### src/rtl/axi_ni_response_depacketizer_ctrl_pkg.sv
// Shared constants for the AXI initiator NI response depacketizer.
// Flit-type encoding, counter/ID widths and AXI response codes, plus small
// flit-type decode helpers used by the sequencing FSM.
package axi_ni_response_depacketizer_ctrl_pkg;

   // Flit type field occupies the low FTYPEWD bits of every flit.
   localparam int FTYPEWD         = 2;
   localparam int COUNTERFLITWD   = 3;
   localparam int PACKETTRANSIDWD = 4;

   localparam logic [FTYPEWD-1:0] FTYPE_BODY     = 2'b00;
   localparam logic [FTYPEWD-1:0] FTYPE_HEAD     = 2'b01;
   localparam logic [FTYPEWD-1:0] FTYPE_TAIL     = 2'b10;
   localparam logic [FTYPEWD-1:0] FTYPE_HEADTAIL = 2'b11;

   localparam logic [1:0] AXI_RESP_OKAY   = 2'b00;
   localparam logic [1:0] AXI_RESP_EXOKAY = 2'b01;

   // Flit opens a packet.
   function automatic logic ftype_is_head(input logic [FTYPEWD-1:0] t);
      return (t == FTYPE_HEAD) || (t == FTYPE_HEADTAIL);
   endfunction

   // Flit closes a packet.
   function automatic logic ftype_is_tail(input logic [FTYPEWD-1:0] t);
      return (t == FTYPE_TAIL) || (t == FTYPE_HEADTAIL);
   endfunction

endpackage

### src/rtl/axi_ni_response_depacketizer_ctrl.sv
// Sequencing FSM for the AXI initiator NI response path.
// Accepts response flits from the NoC ejection port, steers the header flits
// into the external header register (sample_header / flit_count), then emits
// either an AXI R burst (read packets, one beat per payload flit, zero-latency
// pass-through) or a single AXI B beat (write packets).
// Ports:
//   clk, rst                        clock, synchronous active-high reset
//   flit, flit_valid, flit_ready    NoC ejection handshake
//   sample_header, flit_count       capture strobe/index to header register
//   packet_type_is_read,
//   message_is_locked, received_id  decoded header fields
//   rvalid/rready/rdata/rid/rresp/rlast  AXI R channel
//   bvalid/bready/bid/bresp         AXI B channel
//   protocol_error                  one-cycle pulse on malformed packet
module axi_ni_response_depacketizer_ctrl
   import axi_ni_response_depacketizer_ctrl_pkg::*;
#(
   parameter int FLIT_WIDTH       = 32,
   parameter int RESP_HEADERFLITS = 2,
   parameter int DATA_WIDTH       = FLIT_WIDTH - FTYPEWD
) (
   input  logic                       clk,
   input  logic                       rst,
   input  logic [FLIT_WIDTH-1:0]      flit,
   input  logic                       flit_valid,
   output logic                       flit_ready,
   output logic                       sample_header,
   output logic [COUNTERFLITWD-1:0]   flit_count,
   input  logic                       packet_type_is_read,
   input  logic                       message_is_locked,
   input  logic [PACKETTRANSIDWD-1:0] received_id,
   output logic                       rvalid,
   input  logic                       rready,
   output logic [DATA_WIDTH-1:0]      rdata,
   output logic [PACKETTRANSIDWD-1:0] rid,
   output logic [1:0]                 rresp,
   output logic                       rlast,
   output logic                       bvalid,
   input  logic                       bready,
   output logic [PACKETTRANSIDWD-1:0] bid,
   output logic [1:0]                 bresp,
   output logic                       protocol_error
);

   localparam logic [2:0] IDLE   = 3'd0;
   localparam logic [2:0] HEADER = 3'd1;
   localparam logic [2:0] DECODE = 3'd2;
   localparam logic [2:0] RDATA  = 3'd3;
   localparam logic [2:0] BRESP  = 3'd4;

   localparam logic [COUNTERFLITWD-1:0] LAST_IDX = COUNTERFLITWD'(RESP_HEADERFLITS - 1);

   logic [2:0]         state;
   logic [FTYPEWD-1:0] ftype;
   logic               acc;
   logic               f_head;
   logic               f_tail;
   // Whether the last header flit also closed the packet; decides read/write legality in DECODE.
   logic               last_hdr_tail;

   assign ftype  = flit[FTYPEWD-1:0];
   assign f_head = ftype_is_head(ftype);
   assign f_tail = ftype_is_tail(ftype);
   assign acc    = flit_valid & flit_ready;

   assign rdata = flit[FLIT_WIDTH-1:FTYPEWD];
   assign rid   = received_id;
   assign bid   = received_id;
   assign rresp = message_is_locked ? AXI_RESP_EXOKAY : AXI_RESP_OKAY;
   assign bresp = message_is_locked ? AXI_RESP_EXOKAY : AXI_RESP_OKAY;
   assign rlast = (ftype == FTYPE_TAIL);

   always_comb begin
      flit_ready    = 1'b0;
      sample_header = 1'b0;
      rvalid        = 1'b0;
      case (state)
         IDLE: begin
            flit_ready    = 1'b1;
            sample_header = flit_valid & f_head;
         end
         HEADER: begin
            flit_ready    = 1'b1;
            sample_header = flit_valid;
         end
         RDATA: begin
            // A stray head flit is never shown on R; it is swallowed immediately as an error.
            rvalid     = flit_valid & ~f_head;
            flit_ready = f_head ? 1'b1 : rready;
         end
         default: begin
            flit_ready    = 1'b0;
            sample_header = 1'b0;
            rvalid        = 1'b0;
         end
      endcase
   end

   always_ff @(posedge clk) begin
      if (rst) begin
         state          <= IDLE;
         flit_count     <= '0;
         bvalid         <= 1'b0;
         protocol_error <= 1'b0;
         last_hdr_tail  <= 1'b0;
      end else begin
         protocol_error <= 1'b0;
         case (state)
            IDLE: begin
               if (acc) begin
                  if (f_head) begin
                     if (RESP_HEADERFLITS == 1) begin
                        last_hdr_tail <= f_tail;
                        state         <= DECODE;
                     end else if (f_tail) begin
                        // HEADTAIL cannot carry a multi-flit header.
                        protocol_error <= 1'b1;
                     end else begin
                        flit_count <= 1;
                        state      <= HEADER;
                     end
                  end else begin
                     protocol_error <= 1'b1;
                  end
               end
            end
            HEADER: begin
               if (acc) begin
                  if (flit_count == LAST_IDX) begin
                     flit_count    <= '0;
                     last_hdr_tail <= f_tail;
                     state         <= DECODE;
                  end else if (f_tail) begin
                     flit_count     <= '0;
                     protocol_error <= 1'b1;
                     state          <= IDLE;
                  end else begin
                     flit_count <= flit_count + 1'b1;
                  end
               end
            end
            DECODE: begin
               // Header register outputs are stable here.
               if (packet_type_is_read) begin
                  if (last_hdr_tail) begin
                     protocol_error <= 1'b1;
                     state          <= IDLE;
                  end else begin
                     state <= RDATA;
                  end
               end else if (last_hdr_tail) begin
                  bvalid <= 1'b1;
                  state  <= BRESP;
               end else begin
                  // Write packet still open after its header: remaining flits surface as errors in IDLE.
                  protocol_error <= 1'b1;
                  state          <= IDLE;
               end
            end
            RDATA: begin
               if (acc) begin
                  if (f_head) begin
                     protocol_error <= 1'b1;
                     state          <= IDLE;
                  end else if (ftype == FTYPE_TAIL) begin
                     state <= IDLE;
                  end
               end
            end
            BRESP: begin
               if (bready) begin
                  bvalid <= 1'b0;
                  state  <= IDLE;
               end
            end
            default: begin
               state <= IDLE;
            end
         endcase
      end
   end

endmodule

### config.mk
export PLATFORM = sky130hd
export DESIGN_NAME = axi_ni_response_depacketizer_ctrl
export DESIGN_NICKNAME = d
export VERILOG_FILES = /design/src/rtl/axi_ni_response_depacketizer_ctrl_pkg.sv /design/src/rtl/axi_ni_response_depacketizer_ctrl.sv
export SDC_FILE = /design/constraint.sdc
export NUM_CORES = 1
export LEC_CHECK = 0
export BUFFER_PORTS_ARGS = -buffer_cell sky130_fd_sc_hd__buf_2
export CELL_PAD_IN_SITES_DETAIL_PLACEMENT = 1
export CELL_PAD_IN_SITES_GLOBAL_PLACEMENT = 1
export CORE_MARGIN = 2
export CORE_UTILIZATION = 24
export CTS_CLUSTER_SIZE = 30
export DETAILED_ROUTE_END_ITERATION = 8
export MAX_ROUTING_LAYER = met4
export PLACE_DENSITY_LB_ADDON = 0.1
export REMOVE_ABC_BUFFERS = 1
export SYNTH_ARGS = -nofsm -noshare
export SYNTH_HDL_FRONTEND = slang
export SYNTH_SLANG_ARGS = --single-unit
### constraint.sdc
create_clock -name clk -period 4.3 [get_ports clk]
set_input_delay 0.215 -clock clk [delete_from_list [all_inputs] [get_ports clk]]
set_output_delay 0.215 -clock clk [all_outputs]
set_load 0.02 [all_outputs]
==> flow_metrics.py, run 1 <==
metrics = {
    "floorplanning": {
        "ios": 94,
        "coreArea_um2": 3660,
        "rows": 22,
        "dieWidth_um": 65.8,
        "die_y_um": 65.8,
        "initial_core_util_pct": 25.0,
        "fp.dieArea_um2": 4330,
    },
    "global_routing": {
        "grt_max_degree": 14,
        "grt_overflow": 0,
        "grt_pass1_wl_mm": 5.07,
        "antenna_found_initial": 0,
        "grt_pass1_vias": 771,
        "grt_usage_pct": 17.1,
    },
    "sta": {
        "rsz0062_at_grt": "no",
        "max_freq_ghz": 0.502,
        "hold_viol": 0,
        "fin_setup_tns_ns": 0,
        "period_minus_slack_ns": 1.99,
        "final.setup_skew_ns": 0.00623,
        "timing.final.crit_share_pct": 46.3,
        "whs_ns": 0.232,
        "drv_slew": 0,
        "finalSetupViolCount": 0,
    },
    "synth": {
        "synth_xor_area_share_pct": 0,
        "synth_area_um2": 916,
        "synth_cell_types": 30,
        "ys_ff_latch": 9,
        "synth-seq-area-share_pct": 19.7,
        "synthMuxAreaShare_pct": 1.09,
        "yosysTopAreaCell": "buf_4",
        "syn_inst": 118,
        "yosysWarnings": 0,
        "synth.area.top_cells": "buf_4, dfxtp_1, ha_1",
        "synth_fa_ha_area_share_pct": 5.46,
        "synth_top_family_by_area": "buffers and inverters",
        "synth-simple-area-share_pct": 20.1,
        "synth_compound_area_share_pct": 14.3,
        "avgSynthCellArea_um2": 7.76,
        "synth_top_area_share_pct": 34.4,
    },
    "power": {
        "switching_power_w": 0.0000598,
        "pwr-share-clk_pct": 44.3,
        "pwr-share-seq_pct": 39.9,
        "combPwrFrac_pct": 15.8,
        "swShare_pct": 26.6,
        "p_per_area_nw_per_um2": 293,
        "peakVddDrop_mv": 0.165,
        "power.leakage_nw": 0.311,
        "p_int_w": 0.000165,
    },
    "setup_path": {
        "cp_slowest_cell": "dfxtp_1",
        "reg2reg_from": "state[0]$_SDFFE_PP0P_",
        "crit_arrival_ns": 2.16,
        "timing.rr.end": "flit_count[2]$_SDFFE_PP0P_",
        "path_buf_inv": 0,
        "crit_required_ns": 4.47,
        "start_kind": "flip-flop",
        "rr_worst_depth": 4,
        "crit_path_end_kind": "flip-flop",
        "r2r_setup_slack_ns": 2.31,
        "cp_cell_sequence": "or3b_4 > or3_4 > or4_1 > a21oi_1",
        "cp_max_fo": 13,
        "crit_cells": 4,
        "critPathMaxStageDelay_ns": 0.56,
        "crit_family": "simple AND/OR/NAND/NOR gates",
        "path_class": "reg2reg",
    },
    "final_layout": {
        "layout_commonest_cell": "buf_2",
        "drive_gt1_share_pct": 23.7,
        "fillers": 448,
        "layout_common_cells": "buf_2, nor3_1, dfxtp_1",
        "seq_area_um2": 180,
        "antenna_cells": 0,
        "area_delta_synth_final_pct": -16.3,
        "multiInputGateArea_um2": 383,
        "nets": 141,
    },
    "hold_path": {
        "holdCritPathClass": "in2reg",
        "whs_path_depth": 2,
        "min_to": "bvalid$_SDFFE_PP0P_",
        "min_from": "bready",
    },
    "detailed_routing": {
        "via_count": 724,
        "vias_per_cell": 5.13,
        "first_pass_iters": 4,
        "first_iter_violations": 27,
        "avgRoutedWirePerCell_um": 24.1,
        "ant_nets": 0,
        "wirelength_mm": 3.40,
        "drcViolationCount": 0,
    },
    "clock_network": {
        "cts.clk_slew.worst_paths_ns": 0.05,
        "cts_tree": "built",
        "clk_path_buf_depth": 2,
        "postCtsSetupBuffers": 0,
        "postCtsHoldBufs": 0,
        "root_buffer": "clkbuf_8",
        "numCtsBuffers": 3,
        "cts_resized": 0,
        "clock-sinks": 9,
        "worstSkewPairLatency_ns": 0.23,
        "cts_max_level": 1,
    },
    "placement": {
        "gp_congestion": 0.695,
        "dpl.hpwl_mm": 2.68,
        "port_buffers": 16,
    },
    "status": {
        "status": "finished clean",
    },
    "flow_run": {
        "maxCapViolations": 0,
    },
}
## sequential cells by signal (all words and copies together) (netlist names)
signal and flops:
last_hdr_tail 1, state 3, bvalid 1, flit_count 3, protocol_error 1
## area by class of cell
cell class | count | area share, %
clock buffers | 4 | 5.87
flip-flops and latches | 9 | 23.5
multi-input cells | 59 | 49.9
well taps | 48 | 7.83
inverters | 5 | 2.45
repair buffers | 16 | 10.4
## logic make-up after synthesis
group | Yosys count
muxes | 1
and+or+nand+nor | 32
adders and majority gates | 4
DFF | 9
buffers and inverters | 51
other | 1
AOI/OAI and AO/OA | 20
## metal layers
layer,track usage (%),vias up,share of wire (%)
li1,-,310,-
met1,20.5,333,43
met2,18.7,75,36
met3,19.1,6,21
met4,2.08,0,0.24
met5,-,-,0
## synthesized netlist by cell type
master,n
a31oi_1,2
nor2b_1,5
o211a_1,1
or3b_4,1
nor3b_1,2
mux2i_1,1
or3_4,1
buf_1,1
dfxtp_1,9
a211oi_1,1
a2bb2oi_1,1
ha_1,4
nor3_1,10
nand2b_1,1
o211ai_1,1
buf_4,42
nor2_1,6
a311oi_1,1
or4_1,2
conb_1,1
a21o_1,1
nand3_1,3
buf_6,1
a21oi_1,6
a32oi_1,1
inv_1,5
clkbuf_1,2
o21ai_0,4
a211o_2,1
or3_1,1
## power groups by stage
stage | combinational (W) | clock [W] | sequential, W
6_report | 0.0000355 | 0.0000995 | 0.0000896
3_5_place_dp | 0.0000357 | 0 | 0.0000914
4_1_cts | 0.0000361 | 0.000105 | 0.0000897
3_3_place_gp | 0.0000359 | 0 | 0.0000911
5_1_grt | 0.0000402 | 0.000111 | 0.0000902
2_1_floorplan | 0.0000196 | 0 | 0.0000920
## metrics by stage
stage / power (W) / worst slack, ns / instances / util, % / instance area [um2]
floorplan: 0.000112 / 2.36 / 73 / - / 582
global placement: 0.000127 / 2.35 / 137 / 19.7 / 722
detailed placement: 0.000127 / 2.30 / 137 / 19.7 / 722
CTS: 0.000231 / 2.30 / 141 / 21.0 / 767
global route: 0.000241 / 2.09 / 141 / 21.0 / 767
finish: 0.000225 / 2.31 / 141 / 21.0 / 767
## how the worst max path moves through the flow
stage                                    start                          to  slack [ns]
finish                   state[0]$_SDFFE_PP0P_  flit_count[2]$_SDFFE_PP0P_        2.31
CTS                 flit_count[0]$_SDFFE_PP0P_       state[0]$_SDFFE_PP0P_        2.30
floorplan           flit_count[0]$_SDFFE_PP0P_       state[0]$_SDFFE_PP0P_        2.36
global placement         state[0]$_SDFFE_PP0P_  flit_count[2]$_SDFFE_PP0P_        2.35
detailed placement       state[0]$_SDFFE_PP0P_  flit_count[2]$_SDFFE_PP0P_        2.30
global route        flit_count[0]$_SDFFE_PP0P_       state[0]$_SDFFE_PP0P_        2.09
Power figures use the tool's default switching activity.
==> run 2: changes to the inputs <==
--- a/config.mk
+++ b/config.mk
@@ -9,7 +9,7 @@
 export CELL_PAD_IN_SITES_DETAIL_PLACEMENT = 1
 export CELL_PAD_IN_SITES_GLOBAL_PLACEMENT = 1
 export CORE_MARGIN = 2
-export CORE_UTILIZATION = 24
+export CORE_UTILIZATION = 20
 export CTS_CLUSTER_SIZE = 30
 export DETAILED_ROUTE_END_ITERATION = 8
 export MAX_ROUTING_LAYER = met4
==> constraint.sdc (replaced) <==
create_clock -name clk -period 1.7 [get_ports clk]
set_input_delay 0.085 -clock clk [delete_from_list [all_inputs] [get_ports clk]]
set_output_delay 0.085 -clock clk [all_outputs]
set_load 0.02 [all_outputs]
==> flow_metrics.py, run 2 (synthesized netlist as in run 1, its figures left out) <==
metrics = {
    "detailed_routing": {
        "ant_nets": 0,
        "wl_met3_um": 647,
        "drcViolationCount": 0,
        "via_count": 778,
        "first_pass_iters": 4,
        "wl_met2_mm": 1.33,
        "top_layer_used": "met4",
        "avgRoutedWirePerCell_um": 23.1,
        "vias_per_cell": 4.83,
        "first_iter_violations": 20,
        "wl_met1_mm": 1.73,
        "wirelength_mm": 3.73,
    },
    "sta": {
        "whs_ns": 0.0974,
        "timing.final.crit_share_pct": 101,
        "max_freq_ghz": 0.582,
        "rsz0062_at_grt": "yes",
        "finalSetupViolCount": 2,
        "hold_viol": 0,
        "fin_ws_ns": -0.0192,
        "period_minus_slack_ns": 1.72,
        "drv_slew": 0,
        "final.setup_skew_ns": 0.00325,
    },
    "global_routing": {
        "grt_max_degree": 13,
        "antenna_found_initial": 0,
        "grt_usage_pct": 15.5,
        "grt_pass1_wl_mm": 5.45,
        "grt_pass1_vias": 837,
        "grt_overflow": 0,
    },
    "flow_run": {
        "maxCapViolations": 0,
    },
    "floorplanning": {
        "initial_core_util_pct": 20.9,
        "ios": 94,
        "dieWidth_um": 71.7,
        "rows": 24,
        "coreArea_um2": 4380,
        "die_y_um": 71.7,
        "fp.dieArea_um2": 5140,
    },
    "placement": {
        "gp_congestion": 0.661,
        "dp.cells": 156,
        "port_buffers": 16,
        "dpl.hpwl_mm": 2.89,
    },
    "setup_path": {
        "crit_path_end_kind": "flip-flop",
        "cp_cell_sequence": "inv_2 > ha_4 > nor2b_4 > nor3_2 > or3_4 > or4_4 > a21oi_2",
        "start_kind": "flip-flop",
        "cp_max_fo": 2,
        "crit_arrival_ns": 1.89,
        "critPathMaxStageDelay_ns": 0.49,
        "cp_slowest_cell": "or4_4",
        "path_class": "reg2reg",
        "crit_required_ns": 1.87,
    },
    "clock_network": {
        "cts_max_level": 1,
        "root_buffer": "clkbuf_8",
        "clock-sinks": 9,
        "numCtsBuffers": 3,
        "cts_tree": "built",
        "worstSkewPairLatency_ns": 0.24,
        "clk_path_buf_depth": 2,
        "cts.clk_slew.worst_paths_ns": 0.05,
    },
    "status": {
        "status": "finished, violations left",
        "violations": "negative setup slack",
    },
    "power": {
        "power.leakage_nw": 0.400,
        "p_per_area_nw_per_um2": 650,
        "power_w": 0.000609,
        "peakVddDrop_mv": 0.311,
    },
    "final_layout": {
        "post-route-util_pct": 21.4,
        "antenna_cells": 0,
        "layout_commonest_cell": "buf_2",
        "area_delta_synth_final_pct": 2.32,
        "reg_top3": "flit_count x3, state x3",
        "stdcell_count": 161,
        "layout_common_cells": "buf_2, buf_4, nor3_1",
        "nets": 157,
        "drive_gt1_share_pct": 44.0,
    },
    "hold_path": {
        "holdCritPathClass": "in2reg",
    },
}
## run 2: report_power, final
group	internal, W	switching [W]
logic	0.0000627	0.0000691
registers	0.000218	0.00000336
clock network	0.000164	0.0000926
## run 2: through the flow
step / worst slack [ns] / setup TNS, ns / area, um2
after detailed placement: -0.105 / -0.162 / 840
final: -0.0192 / -0.0277 / 937
after global placement: -0.0776 / -0.110 / 840
after global routing: -0.115 / -0.242 / 937
after CTS: -0.0183 / -0.0183 / 901
after floorplan: -0.245 / -0.397 / 582
## run 2: critical path, delay by kind of cell (launching register included)
kind            cells  cell delay (ns)
flops               1             0.32
fa+ha+maj           1             0.12
compound gates      1             0.12
buf+inv             1             0.06
simple gates        4             1.04
## run 2: worst paths after layout
check / cells after the start / start / slack [ns] / end
hold / removal: 2 / bready / 0.1 / bvalid$_SDFFE_PP0P_
setup reg to reg: 7 / flit_count[1]$_SDFFE_PP0P_ / -0.02 / state[0]$_SDFFE_PP0P_
setup / recovery: 7 / flit_count[1]$_SDFFE_PP0P_ / -0.02 / state[0]$_SDFFE_PP0P_
hold reg to reg: 2 / bvalid$_SDFFE_PP0P_ / 0.55 / bvalid$_SDFFE_PP0P_
## run 2: area by class of cell
cell class	count	area [um2]
well taps	52	65.1
multi-input cells	59	420
flip-flops and latches	9	184
repair buffers	32	204
fillers	522	3450
inverters	5	18.8
clock buffers	4	45.0
## run 2: repair_timing
action | CTS | global route
hold buffers | 0 | 0
setup endpoints to repair | 2 | 2
gates resized for setup | 6 | 7
endpoints found under the hold margin | 0 | 0
pin swaps | 4 | 3
cloned | 0 | 0
setup buffers | 0 | 1
## run 2: per-layer routing
metal | global-route usage [%] | up-vias
met1 | 19.4 | 364
met3 | 14.8 | 4
met5 | - | -
met4 | 3.14 | 0
met2 | 17.3 | 70
li1 | - | 340
==> run 3: changes to the inputs <==
--- a/config.mk
+++ b/config.mk
@@ -15,6 +15,7 @@
 export MAX_ROUTING_LAYER = met4
 export PLACE_DENSITY_LB_ADDON = 0.1
 export REMOVE_ABC_BUFFERS = 1
+export SETUP_SLACK_MARGIN = 0.2
 export SYNTH_ARGS = -nofsm -noshare
 export SYNTH_HDL_FRONTEND = slang
 export SYNTH_SLANG_ARGS = --single-unit
==> flow_metrics.py, run 3 (synthesized netlist as in run 1, its figures left out) <==
metrics = {
    "final_layout": {
        "layout_common_cells": "buf_4, buf_2, nor3_1",
        "drive_gt1_share_pct": 50.0,
        "reg_top3": "flit_count x3, state x3",
        "layout_commonest_cell": "buf_4",
        "antenna_cells": 0,
        "nets": 158,
        "area_delta_synth_final_pct": 7.51,
    },
    "detailed_routing": {
        "ant_nets": 0,
        "vias_per_cell": 4.78,
        "drcViolationCount": 0,
        "avgRoutedWirePerCell_um": 23.0,
        "first_pass_iters": 4,
        "first_iter_violations": 34,
        "via_count": 774,
        "wirelength_mm": 3.73,
    },
    "power": {
        "pwr-share-clk_pct": 41.8,
        "power.leakage_nw": 0.411,
        "peakVddDrop_mv": 0.316,
        "switching_power_w": 0.000171,
        "swShare_pct": 27.5,
        "pwr-share-seq_pct": 35.6,
        "power_w": 0.000621,
        "combPwrFrac_pct": 22.6,
        "p_per_area_nw_per_um2": 631,
        "p_int_w": 0.000450,
    },
    "setup_path": {
        "crit_arrival_ns": 1.89,
        "startpoint": "flit_count[1]$_SDFFE_PP0P_",
        "path_class": "reg2reg",
        "crit_path_end_kind": "flip-flop",
        "crit_required_ns": 1.87,
        "start_kind": "flip-flop",
        "timing.rr.end": "state[0]$_SDFFE_PP0P_",
        "rr_worst_depth": 7,
        "reg2reg_from": "flit_count[1]$_SDFFE_PP0P_",
        "cp_max_fo": 2,
        "r2r_setup_slack_ns": -0.02,
    },
    "global_routing": {
        "grt_pass1_vias": 851,
        "grt_overflow": 0,
        "grt_usage_pct": 15.6,
        "grt_pass1_wl_mm": 5.51,
        "antenna_found_initial": 0,
        "grt_max_degree": 13,
    },
    "clock_network": {
        "clock-sinks": 9,
        "root_buffer": "clkbuf_8",
        "cts.clk_slew.worst_paths_ns": 0.05,
        "cts_tree": "built",
        "worstSkewPairLatency_ns": 0.24,
        "cts_max_level": 1,
        "clk_path_buf_depth": 2,
        "numCtsBuffers": 3,
    },
    "floorplanning": {
        "rows": 24,
        "dieWidth_um": 71.7,
        "die_y_um": 71.7,
        "coreArea_um2": 4380,
        "fp.dieArea_um2": 5140,
        "initial_core_util_pct": 20.9,
        "ios": 94,
    },
    "sta": {
        "hold_viol": 0,
        "timing.final.crit_share_pct": 101,
        "rsz0062_at_grt": "yes",
        "drv_slew": 0,
        "max_freq_ghz": 0.582,
        "whs_ns": 0.0966,
        "finalSetupViolCount": 2,
        "final.setup_skew_ns": 0.00289,
        "period_minus_slack_ns": 1.72,
        "fin_ws_ns": -0.0175,
    },
    "hold_path": {
        "whs_path_depth": 2,
        "holdCritPathClass": "in2reg",
        "min_from": "bready",
        "min_to": "bvalid$_SDFFE_PP0P_",
    },
    "status": {
        "status": "finished, violations left",
        "violations": "negative setup slack",
    },
    "placement": {
        "dpl.hpwl_mm": 2.89,
        "port_buffers": 16,
        "gp_congestion": 0.661,
    },
    "flow_run": {
        "maxCapViolations": 0,
    },
}
[run 3: stage by stage]
step                      cell area (um2)  cells  setup slack (ns)  util [%]  setup TNS, ns
final                                 985    162           -0.0175      22.5        -0.0301
after global routing                  985    162            -0.115      22.5         -0.213
after CTS                             917    160           -0.0183      20.9        -0.0183
after detailed placement              840    156            -0.105      19.1         -0.162
after global placement                840    156           -0.0776      19.1         -0.110
after floorplan                       582     73            -0.245         -         -0.397
[run 3: worst max path at each step]
stage          depth (start not counted)                         end
6_report                               7       state[0]$_SDFFE_PP0P_
5_1_grt                                7       state[0]$_SDFFE_PP0P_
4_1_cts                                4  flit_count[2]$_SDFFE_PP0P_
3_5_place_dp                           7       state[0]$_SDFFE_PP0P_
3_3_place_gp                           7       state[0]$_SDFFE_PP0P_
2_1_floorplan                          6       state[0]$_SDFFE_PP0P_
[run 3: critical path, cell delays in order (launching register included)]
cell,delay (ns)
dfxtp_2,0.32
inv_2,0.06
ha_4,0.12
nor2b_4,0.14
nor3_2,0.04
or3_4,0.37
or4_4,0.49
a21oi_2,0.12
[run 3: area by class of cell]
type	instances	area, um2
tap	52	65.1
timing repair buffer	33	224
sequential	9	185
inverter	5	18.8
multi-input combinational	59	447
fill	522	3400
clock buffer	4	45.0
[run 3: power groups by stage]
stage          combinational (W)  clock (W)  sequential [W]
2_1_floorplan          0.0000496          0        0.000233
3_3_place_gp            0.000122          0        0.000224
3_5_place_dp            0.000120          0        0.000224
4_1_cts                 0.000125   0.000272        0.000220
5_1_grt                 0.000155   0.000279        0.000221
6_report                0.000140   0.000260        0.000221
[run 3: metal layers]
layer  vias to the layer above  wire [um]  share of wire, %  GRT usage (%)
li1                        340          -                 -              -
met1                       362       1730                46           19.4
met2                        68       1320                35           17.7
met3                         4        649                17           14.8
met4                         0         27              0.72           3.14
met5                         -          0                 0              -
[run 3: timing repair]
item | in CTS | in global routing
cloned | 0 | 0
hold buffers | 0 | 0
setup buffers | 0 | 2
endpoints found under the hold margin | 0 | 0
pin swaps | 5 | 9
endpoints found under the setup margin | 6 | 8
gates resized for setup | 10 | 14
